File: src/rtl/multi_rate_ticker_pkg.sv
// Shared types and helpers for multi_rate_ticker: channel state encoding,
// accumulator sizing and the target-rate clamp.
package ticker_pkg;

  typedef enum logic [2:0] {
    IDLE  = 3'd0,
    ACCEL = 3'd1,
    RUN   = 3'd2,
    DECEL = 3'd3,
    DRAIN = 3'd4
  } ticker_state_e;

  // One spare bit so acc + cur (cur <= clk_hz/2) never overflows before the wrap compare.
  function automatic int unsigned acc_width(input int unsigned clk_hz);
    return $clog2(clk_hz) + 1;
  endfunction

  // Capping at clk_hz/2 guarantees at least one low cycle between ticks.
  function automatic logic [31:0] clamp_rate(input logic [31:0] r, input int unsigned clk_hz);
    return (r > clk_hz / 2) ? clk_hz / 2 : r;
  endfunction

endpackage

File: src/rtl/multi_rate_ticker_channel.sv
// One tick channel: phase accumulator, start/stop FSM and optional rate ramp.
// Ramp behaviour is compiled in with MULTI_RATE_TICKER_RAMP_EN.
//
// state | meaning
// IDLE  | stopped, cur/acc cleared, outputs low
// ACCEL | ramping cur up toward the target
// RUN   | cur equals the target
// DECEL | ramping cur down toward the target
// DRAIN | stop seen, ramping cur to 0 before returning to IDLE
module ticker_channel
  import ticker_pkg::*;
#(
  parameter int unsigned CLK_HZ = 50000000,
  parameter int unsigned RATE_W = 20
`ifdef MULTI_RATE_TICKER_RAMP_EN
  ,
  parameter int unsigned RAMP_STEP = 1
`endif
) (
  input  logic              clk,
  input  logic              rst,
  input  logic              start,
  input  logic              stop,
  input  logic [RATE_W-1:0] rate,
`ifdef MULTI_RATE_TICKER_RAMP_EN
  input  logic              ramp_stb,
`endif
  output logic              tick,
  output logic              sq,
  output logic              running,
  output logic              done
);

  localparam int unsigned ACC_W = acc_width(CLK_HZ);
  localparam logic [ACC_W-1:0] FULL = ACC_W'(CLK_HZ);
  localparam logic [ACC_W-1:0] HALF = ACC_W'(CLK_HZ / 2);
  localparam logic [2:0] S_IDLE = IDLE;
  localparam logic [2:0] S_RUN  = RUN;

  logic [2:0]        state;
  logic [RATE_W-1:0] cur;
  logic [ACC_W-1:0]  acc;
  logic [RATE_W-1:0] rate_c;
  logic [ACC_W-1:0]  sum;
  logic [ACC_W-1:0]  acc_nx;
  logic              wrap;
  logic              go;
  logic              halt;

  always_comb begin
    rate_c = RATE_W'(clamp_rate(32'(rate), CLK_HZ));
    sum    = acc + ACC_W'(cur);
    wrap   = (sum >= FULL);
    acc_nx = wrap ? (sum - FULL) : sum;
    go     = start && !stop && (rate_c != '0);
    halt   = stop || (start && (rate_c == '0));
  end

  assign running = (state != S_IDLE);

`ifdef MULTI_RATE_TICKER_RAMP_EN
  localparam logic [2:0] S_ACCEL = ACCEL;
  localparam logic [2:0] S_DECEL = DECEL;
  localparam logic [2:0] S_DRAIN = DRAIN;
  localparam logic [RATE_W-1:0] STEP = RATE_W'(RAMP_STEP);

  logic [RATE_W-1:0] tgt;
  logic [RATE_W-1:0] goal;
  logic [RATE_W-1:0] cur_rmp;

  function automatic logic [2:0] run_state(input logic [RATE_W-1:0] c,
                                           input logic [RATE_W-1:0] t);
    if (c == t)     return S_RUN;
    else if (c < t) return S_ACCEL;
    else            return S_DECEL;
  endfunction

  always_comb begin
    goal    = (state == S_DRAIN) ? '0 : tgt;
    cur_rmp = cur;
    if (ramp_stb && (cur < goal))
      cur_rmp = ((goal - cur) > STEP) ? (cur + STEP) : goal;
    else if (ramp_stb && (cur > goal))
      cur_rmp = ((cur - goal) > STEP) ? (cur - STEP) : goal;
  end

  always_ff @(posedge clk) begin
    if (!rst) begin
      state <= S_IDLE;
      tgt   <= '0;
      cur   <= '0;
      acc   <= '0;
      tick  <= 1'b0;
      sq    <= 1'b0;
      done  <= 1'b0;
    end else begin
      done <= 1'b0;
      tick <= 1'b0;
      sq   <= 1'b0;
      if (state == S_IDLE) begin
        if (go) begin
          state <= S_ACCEL;
          tgt   <= rate_c;
          cur   <= '0;
          acc   <= '0;
        end
      end else if ((state == S_DRAIN) && (cur == '0) && !go) begin
        state <= S_IDLE;
        acc   <= '0;
        done  <= 1'b1;
      end else begin
        acc  <= acc_nx;
        tick <= wrap;
        sq   <= (acc_nx >= HALF);
        if (state == S_DRAIN) begin
          cur <= cur_rmp;
          if (go) begin
            tgt   <= rate_c;
            state <= run_state(cur_rmp, rate_c);
          end
        end else if (halt) begin
          state <= S_DRAIN;
        end else if (go) begin
          tgt   <= rate_c;
          cur   <= cur_rmp;
          state <= run_state(cur_rmp, rate_c);
        end else begin
          cur   <= cur_rmp;
          state <= run_state(cur_rmp, tgt);
        end
      end
    end
  end
`else
  always_ff @(posedge clk) begin
    if (!rst) begin
      state <= S_IDLE;
      cur   <= '0;
      acc   <= '0;
      tick  <= 1'b0;
      sq    <= 1'b0;
      done  <= 1'b0;
    end else begin
      done <= 1'b0;
      if (state == S_IDLE) begin
        tick <= 1'b0;
        sq   <= 1'b0;
        if (go) begin
          state <= S_RUN;
          cur   <= rate_c;
          acc   <= '0;
        end
      end else if (halt) begin
        state <= S_IDLE;
        cur   <= '0;
        acc   <= '0;
        tick  <= 1'b0;
        sq    <= 1'b0;
        done  <= 1'b1;
      end else begin
        // Retarget keeps acc so the phase carries across the rate change.
        acc  <= acc_nx;
        tick <= wrap;
        sq   <= (acc_nx >= HALF);
        if (start) cur <= rate_c;
      end
    end
  end
`endif

endmodule

File: src/rtl/multi_rate_ticker.sv
// Top of the multi-rate tick generator: per-channel port unpacking and the
// shared ramp strobe counter (present only with MULTI_RATE_TICKER_RAMP_EN).
module multi_rate_ticker
  import ticker_pkg::*;
#(
  parameter int unsigned CLK_HZ    = 50000000,
  parameter int unsigned CHANNELS  = 3,
  parameter int unsigned RATE_W    = 20,
  parameter int unsigned RAMP_DIV  = 500000,
  parameter int unsigned RAMP_STEP = 1
) (
  input  logic                       clk,
  input  logic                       rst,
  input  logic [CHANNELS-1:0]        start,
  input  logic [CHANNELS-1:0]        stop,
  input  logic [CHANNELS*RATE_W-1:0] rate,
  output logic [CHANNELS-1:0]        tick,
  output logic [CHANNELS-1:0]        sq,
  output logic [CHANNELS-1:0]        running,
  output logic [CHANNELS-1:0]        done
);

`ifdef MULTI_RATE_TICKER_RAMP_EN
  localparam int unsigned DIV_W = $clog2(RAMP_DIV) + 1;

  logic [DIV_W-1:0] ramp_cnt;
  logic             ramp_stb;

  // Down-counter: strobe on terminal count, then reload for the next period.
  always_ff @(posedge clk) begin
    if (!rst)                 ramp_cnt <= '0;
    else if (ramp_cnt == '0)  ramp_cnt <= DIV_W'(RAMP_DIV - 1);
    else                      ramp_cnt <= ramp_cnt - 1'b1;
  end

  assign ramp_stb = (ramp_cnt == '0);
`endif

  for (genvar i = 0; i < CHANNELS; i++) begin : g_ch
    ticker_channel #(
      .CLK_HZ   (CLK_HZ),
      .RATE_W   (RATE_W)
`ifdef MULTI_RATE_TICKER_RAMP_EN
      ,
      .RAMP_STEP(RAMP_STEP)
`endif
    ) u_ch (
      .clk     (clk),
      .rst     (rst),
      .start   (start[i]),
      .stop    (stop[i]),
      .rate    (rate[i*RATE_W +: RATE_W]),
`ifdef MULTI_RATE_TICKER_RAMP_EN
      .ramp_stb(ramp_stb),
`endif
      .tick    (tick[i]),
      .sq      (sq[i]),
      .running (running[i]),
      .done    (done[i])
    );
  end

endmodule
File: config.mk
export PLATFORM = sky130hd
export DESIGN_NAME = multi_rate_ticker
export DESIGN_NICKNAME = d
export VERILOG_FILES = /design/src/rtl/multi_rate_ticker_pkg.sv /design/src/rtl/multi_rate_ticker_channel.sv /design/src/rtl/multi_rate_ticker.sv
export SDC_FILE = /design/constraint.sdc
export NUM_CORES = 1
export LEC_CHECK = 0
export CAP_MARGIN = 20
export CELL_PAD_IN_SITES_DETAIL_PLACEMENT = 0
export CELL_PAD_IN_SITES_GLOBAL_PLACEMENT = 2
export CORE_ASPECT_RATIO = 2
export CORE_UTILIZATION = 36
export CTS_CLUSTER_DIAMETER = 200
export DETAILED_ROUTE_END_ITERATION = 16
export PLACE_DENSITY_LB_ADDON = 0.05
export SLEW_MARGIN = 20
export SYNTH_ARGS = -nofsm -noshare
export SYNTH_HDL_FRONTEND = slang
export SYNTH_SLANG_ARGS = --single-unit
export TNS_END_PERCENT = 20
File: constraint.sdc
create_clock -name clk -period 6.1 [get_ports clk]
set_input_delay 0.61 -clock clk [delete_from_list [all_inputs] [get_ports clk]]
set_output_delay 0.61 -clock clk [all_outputs]
set_load 0.02 [all_outputs]
Yosys cells after proc, flatten, opt, wreduce, memory -nomap -nowiden
Index checks and enable logic that the tools add are counted.

cells by class
  $add $sub $neg = 6
  order comparisons = 6
  eq/ne operators = 3
  muxes and demuxes = 36
  bitwise operators = 1
  reduce and logical (&&, ||, !) cells = 45

operator list
  operator                  count
  $mux W27                  12
  $mux W20                  12
  $add A27 B20 Y27          3
  $ge A27 B25 Y1 const B    3
  $ge A27 B26 Y1 const B    3
  $sub A27 B26 Y27 const B  3
  $logic_not A20 Y1         3
  $reduce_bool A20 Y1       3
  $mux W3                   9
  $reduce_bool A3 Y1        6
  $reduce_and A2 Y1         6
  $logic_and A1 B1 Y1       9
  $logic_not A3 Y1          3
  $reduce_or A3 Y1          3
  $ne A2 B1 Y1 const B      3
  $reduce_bool A2 Y1        3
  $reduce_or A2 Y1          3
  $logic_not A1 Y1          3
  $logic_or A1 B1 Y1        3
  $mux W1                   3
  $not A1 Y1                1

storage, ports and cells
  flip-flop bits (word level) = 159
  output and inout bits = 12
  word-level logic and storage cells = 115

Longest topological paths before layout
  depth after elaboration = 5
  mapped depth = 19
  gate-level depth less buffers = 17

Cells and area by module
A second synthesis with hierarchy kept.

second synthesis, totals
  cell total of the unflattened synthesis = 1,468
  area total of the unflattened synthesis = 12,005.3 µm²

modules (own cells, without submodules)
  module                             times used  cells each  area an instance (µm²)
  ticker_channel (g_ch[0].u_ch ...)  2           474         3,888.7
  ticker_channel (g_ch[2].u_ch)      1           520         4,227.8

Worst setup path before layout
Ideal clock, no wire load.

  path type = register -> register
  start = register g_ch[2].u_ch.acc[0]
  end = register g_ch[2].u_ch.sq
  setup time = 0.123 ns
  arrival = 4.100 ns
  setup slack = 1.877 ns
  stages on the path, launching flop included = 20
  path buffers = 2
  clock period less this slack = 4.223 ns
  path through = dfxtp_1 ha_1 fa_1 a21o_1 a221oi_2 o21bai_1 a21o_1 xnor2_1 ha_1 nand2_1 or3_1 clkbuf_1 o21ai_1 a211oi_2 a21oi_2 clkbuf_1 nor2_1 xor2_1 a311oi_1 o21ai_1

on the way
  word-level cells in the longest chain between the ends = 4
  elaborated cells between the ends (all ways) = 5
  classes of those cells = 2 x add/sub; 2 x order compare; 1 x mux

ends and longest elaborated chain
  element                                                    RTL line                                                          text
  start, declared                                            multi_rate_ticker_channel.sv:42                                   logic [ACC_W-1:0] acc;
  start signal, assigned                                     multi_rate_ticker_channel.sv:162                                  acc <= acc_nx;
  $add A27 B20 Y27 *                                         multi_rate_ticker_channel.sv:52                                   sum = acc + ACC_W'(cur);
  $sub A27 B26 Y27 / $ge A27 B26 Y1 (equally long branches)  multi_rate_ticker_channel.sv:54, multi_rate_ticker_channel.sv:53
  $mux W27 *                                                 multi_rate_ticker_channel.sv:54                                   acc_nx = wrap ? (sum - FULL) : sum;
  $ge A27 B25 Y1 *                                           multi_rate_ticker_channel.sv:164                                  sq <= (acc_nx >= HALF);
  end signal, assigned                                       multi_rate_ticker_channel.sv:164
  end, declared                                              multi_rate_ticker_channel.sv:29                                   output logic sq,

Every way passes the cells marked *; elsewhere a longest branch is shown, timed or not.
A chain may end at the register's enable or synchronous reset.

Final worst setup path
  start = register g_ch[1].u_ch.acc[0]
  end = register g_ch[1].u_ch.sq

on the way
  word-level cells in the longest chain between the ends = 4
  elaborated cells between the ends (all ways) = 5
  classes of those cells = 2 x add/sub; 2 x order compare; 1 x mux

ends and longest elaborated chain
  element                                                    RTL line
  start, declared                                            multi_rate_ticker_channel.sv:42
  start signal, assigned                                     multi_rate_ticker_channel.sv:162
  $add A27 B20 Y27 *                                         multi_rate_ticker_channel.sv:52
  $sub A27 B26 Y27 / $ge A27 B26 Y1 (equally long branches)  multi_rate_ticker_channel.sv:54, multi_rate_ticker_channel.sv:53
  $mux W27 *                                                 multi_rate_ticker_channel.sv:54
  $ge A27 B25 Y1 *                                           multi_rate_ticker_channel.sv:164
  end signal, assigned                                       multi_rate_ticker_channel.sv:164
  end, declared                                              multi_rate_ticker_channel.sv:29

Marks and branches as above.

==> flow_metrics.py <==
metrics = {
    "global_routing": {
        "grt_pass1_vias": 11580,
        "track_usage_pct": 25.94,
        "grt_pass1_wl_um": 65130,
        "grt_overflow": 0,
        "antenna_found_initial": 0,
        "grt_max_degree": 38,
    },
    "timing": {
        "worst_pin_slew_ps": 1120,
        "final_hold_viol_count": 0,
        "relSlewSlack_pct": 25.34,
        "period_share_pct": 87.76,
        "setup_tns_ps": 0,
        "layout_min_cycle_time_ps": 5353,
        "max_freq_ghz": 0.1868,
        "slew_violations": 0,
        "setup_ws_ps": 746.7,
        "rsz0062_at_grt": "no",
        "finalSetupViolCount": 0,
        "skew_ps": 12.64,
    },
    "pwr": {
        "power_leakage_nw": 5.332,
        "vdd_drop_max_mv": 0.2116,
        "pwr_density_cell_nw_per_um2": 198.7,
        "total_power_mw": 2.692,
    },
    "finish": {
        "final-instance-count-excl-fill": 1976,
        "n_antenna_cell": 0,
        "areaGrowthSynthToFinish_pct": 13.99,
        "drive_above_1_share_pct": 5.875,
        "n_fill_cell": 3424,
        "final_nets": 1670,
    },
    "synth": {
        "synth_ff_type": "dfxtp_1",
        "synth_sequential_area_ratio_pct": 25.77,
        "synth_seq_cells": 153,
        "synth_enable_flop_cells": 0,
        "async_reset_ff_share_pct": 0,
        "yosysWarnings": 0,
        "syn_area_um2": 11890,
        "synth_cells": 1507,
        "synthesis.nets": 1641,
        "yosysUniqueCellTypes": 97,
        "syn_area_per_cell_um2": 7.887,
    },
    "place": {
        "dp_hpwl_um": 34150,
        "dp_slack_ps": 803.0,
        "dp_cells": 1944,
        "port_buffers": 79,
        "gp_congestion": 0.8617,
    },
    "cts": {
        "cts_sinks": 153,
        "numCtsBuffers": 17,
        "worstSkewPairLatency_ps": 450,
        "cts_buffer_depth": 2,
        "cts_setup_buffers": 0,
        "cts_hold_buf": 0,
        "cts_tree": "built",
        "htree_levels": 4,
        "cts.repair.resized": 0,
        "clk_pin_slew_ps": 70,
        "cts_root_buf": "clkbuf_16",
    },
    "drt": {
        "drt_wl_total_um": 42870,
        "drt_pass1_iterations": 5,
        "vias_per_cell": 5.840,
        "ant_nets": 0,
        "post_drt_wl_per_cell_um": 21.70,
        "drcViolationCount": 0,
        "vias": 11539,
        "dr.first_iter.drc_count": 556,
    },
    "critical_path": {
        "slowest_delay_ps": 730,
        "required_ps": 6440,
        "ff2ff_setup_slack_ps": 750,
        "cp_slowest_cell": "o21ai_0",
        "worst-path-buf-inv": 0,
        "worstSetupPathType": "flip-flop to flip-flop",
        "critPathMaxFanout": 6,
        "cp-start-kind": "flip-flop",
        "arrival_ps": 5700,
        "crit_family": "compound AO/OA/AOI/OAI gates",
        "worstSetupEndpointType": "flip-flop",
        "crit_chain": "ha_1 -> fa_1 -> a211oi_1 -> o21ai_0 -> o211ai_1 -> a21oi_1 -> xnor2_1 -> ha_1 -> o2111ai_1 -> a31oi_1 -> o31ai_1 -> o21ai_0 -> nor2_1 -> xnor2_1 -> o31a_1 -> o21a_1 -> o41ai_1",
    },
    "die": {
        "die_h_um": 259.0,
        "die_w_um": 130.5,
        "initial_core_util_pct": 36.74,
        "die-area_um2": 33790,
        "core_um2": 32350,
        "ios": 80,
        "rows": 93,
    },
    "run": {
        "max-cap-violations": 0,
    },
    "status": {
        "status": "complete, no violations",
    },
    "worst_hold_path": {
        "hold_class": "flip-flop to flip-flop",
    },
}
-- worst paths after layout --
check | from | end | cells after the start
hold / removal | g_ch[1].u_ch.acc[18] | g_ch[1].u_ch.acc[18] | 2
setup / recovery | g_ch[1].u_ch.acc[0] | g_ch[1].u_ch.sq | 17
setup reg to reg | g_ch[1].u_ch.acc[0] | g_ch[1].u_ch.sq | 17
hold reg to reg | g_ch[1].u_ch.acc[18] | g_ch[1].u_ch.acc[18] | 2
-- cells in the mapped netlist, drive strengths merged (9+ instances only) --
| cell type | number | area share (%) |
|---|---|---|
| a22o | 52 | 3.8 |
| o21a | 18 | 1.1 |
| xor2 | 40 | 3.1 |
| nor4 | 26 | 1.5 |
| or3 | 20 | 1.1 |
| nor2b | 29 | 1.5 |
| and4 | 9 | 0.66 |
| a211oi | 19 | 1.4 |
| a21oi | 106 | 4.5 |
| nand3 | 41 | 1.7 |
| o21bai | 14 | 0.88 |
| a211o | 11 | 0.81 |
| and2 | 16 | 0.86 |
| ha | 63 | 6.6 |
| nand2 | 142 | 4.5 |
| nand4 | 13 | 0.68 |
| or2 | 13 | 0.68 |
| nor2 | 120 | 3.8 |
| a31oi | 13 | 0.68 |
| nor3 | 37 | 1.7 |
| mux2i | 10 | 0.84 |
| nand2b | 13 | 0.68 |
| xnor2 | 80 | 5.9 |
| and3 | 33 | 1.8 |
| o31ai | 9 | 0.57 |
| buf | 24 | 1.3 |
| a22oi | 22 | 1.4 |
| inv | 27 | 0.85 |
| o21ai | 112 | 4.8 |
| dfxtp | 153 | 26 |
| o211ai | 18 | 1.1 |
| clkbuf | 61 | 1.9 |
| a21o | 23 | 1.5 |
-- layout by cell type (no fill, tap or decap), types with 6 or more instances in the layout --
cell type and n:
dfxtp_1 153, nand2_1 141, nor2_1 120, a21oi_1 105, o21ai_0 101, xnor2_1 80, clkdlybuf4s50_1 79, ha_1 63
a22o_1 52, nand3_1 41, xor2_1 39, nor3_1 36, and3_1 32, nor2b_1 29, inv_1 27, nor4_1 24
a21o_1 23, a22oi_1 22, or3_1 20, o211ai_1 18, o21a_1 18, clkbuf_16 17, buf_4 16, a211oi_1 15
and2_1 15, o21bai_1 14, nand2b_1 13, a31oi_1 13, nand4_1 13, or2_2 12, a211o_1 11, mux2i_1 10
and4_1 9, o21ai_1 9, o31ai_1 9, or4_1 8, o31a_1 7, a32o_1 6
-- registers in the layout (all words and copies together) (netlist names) --
name             count
g_ch.u_ch.sq         3
g_ch.u_ch.done       3
g_ch.u_ch.acc       81
g_ch.u_ch.state      3
g_ch.u_ch.cur       60
g_ch.u_ch.tick       3
-- cells by family after synthesis --
| group | after synthesis | share of synthesized area [%] |
|---|---|---|
| compound gates | 499 | 29.39 |
| xor+xnor | 120 | 9.000 |
| fa+ha+maj | 67 | 7.221 |
| buf+inv | 112 | 4.095 |
| flops | 153 | 25.77 |
| mux | 14 | 1.221 |
| simple gates | 542 | 23.31 |
-- metrics by stage --
step,util [%],hold WS [ps],cell area (um^2)
after floorplan,-,426.8,11890
after CTS,41.89,465.6,13550
after global placement,40.04,440.3,12950
after global routing,41.89,491.3,13550
after detailed placement,40.04,448.4,12950
final,41.89,462.0,13550
-- tightest hold or removal path: stages (launching register included) --
cell and delay, ps:
dfxtp_1 320, nand2_1 50, nand2_1 40
-- per-layer routing --
metal  GRT usage [%]  routed length (um)  vias to the layer above
met5               0                   0                        -
met1           23.88               14700                     5510
li1                -                   -                     5669
met3           3.236                1060                      106
met2           52.20               24710                      254
met4           14.72                2404                        0
-- final cells by class --
class / instances / area (um^2) / share of cell area [%]
clock inverters: 12 / 141.4 / 1.044
clock buffers: 20 / 456.7 / 3.371
multi-input cells: 1242 / 8342 / 61.57
well taps: 427 / 534.3 / 3.943
repair buffers: 95 / 910.9 / 6.723
flip-flops and latches: 153 / 3063 / 22.61
inverters: 27 / 101.3 / 0.7480
-- power breakdown --
group / internal (mW) / switching (mW) / total (mW)
Combinational: 0.196 / 0.317 / 0.514
Clock: 0.630 / 0.485 / 1.11
Sequential: 1.03 / 0.0282 / 1.06
Total: 1.86 / 0.830 / 2.69
(Power assumes the default switching activity.)
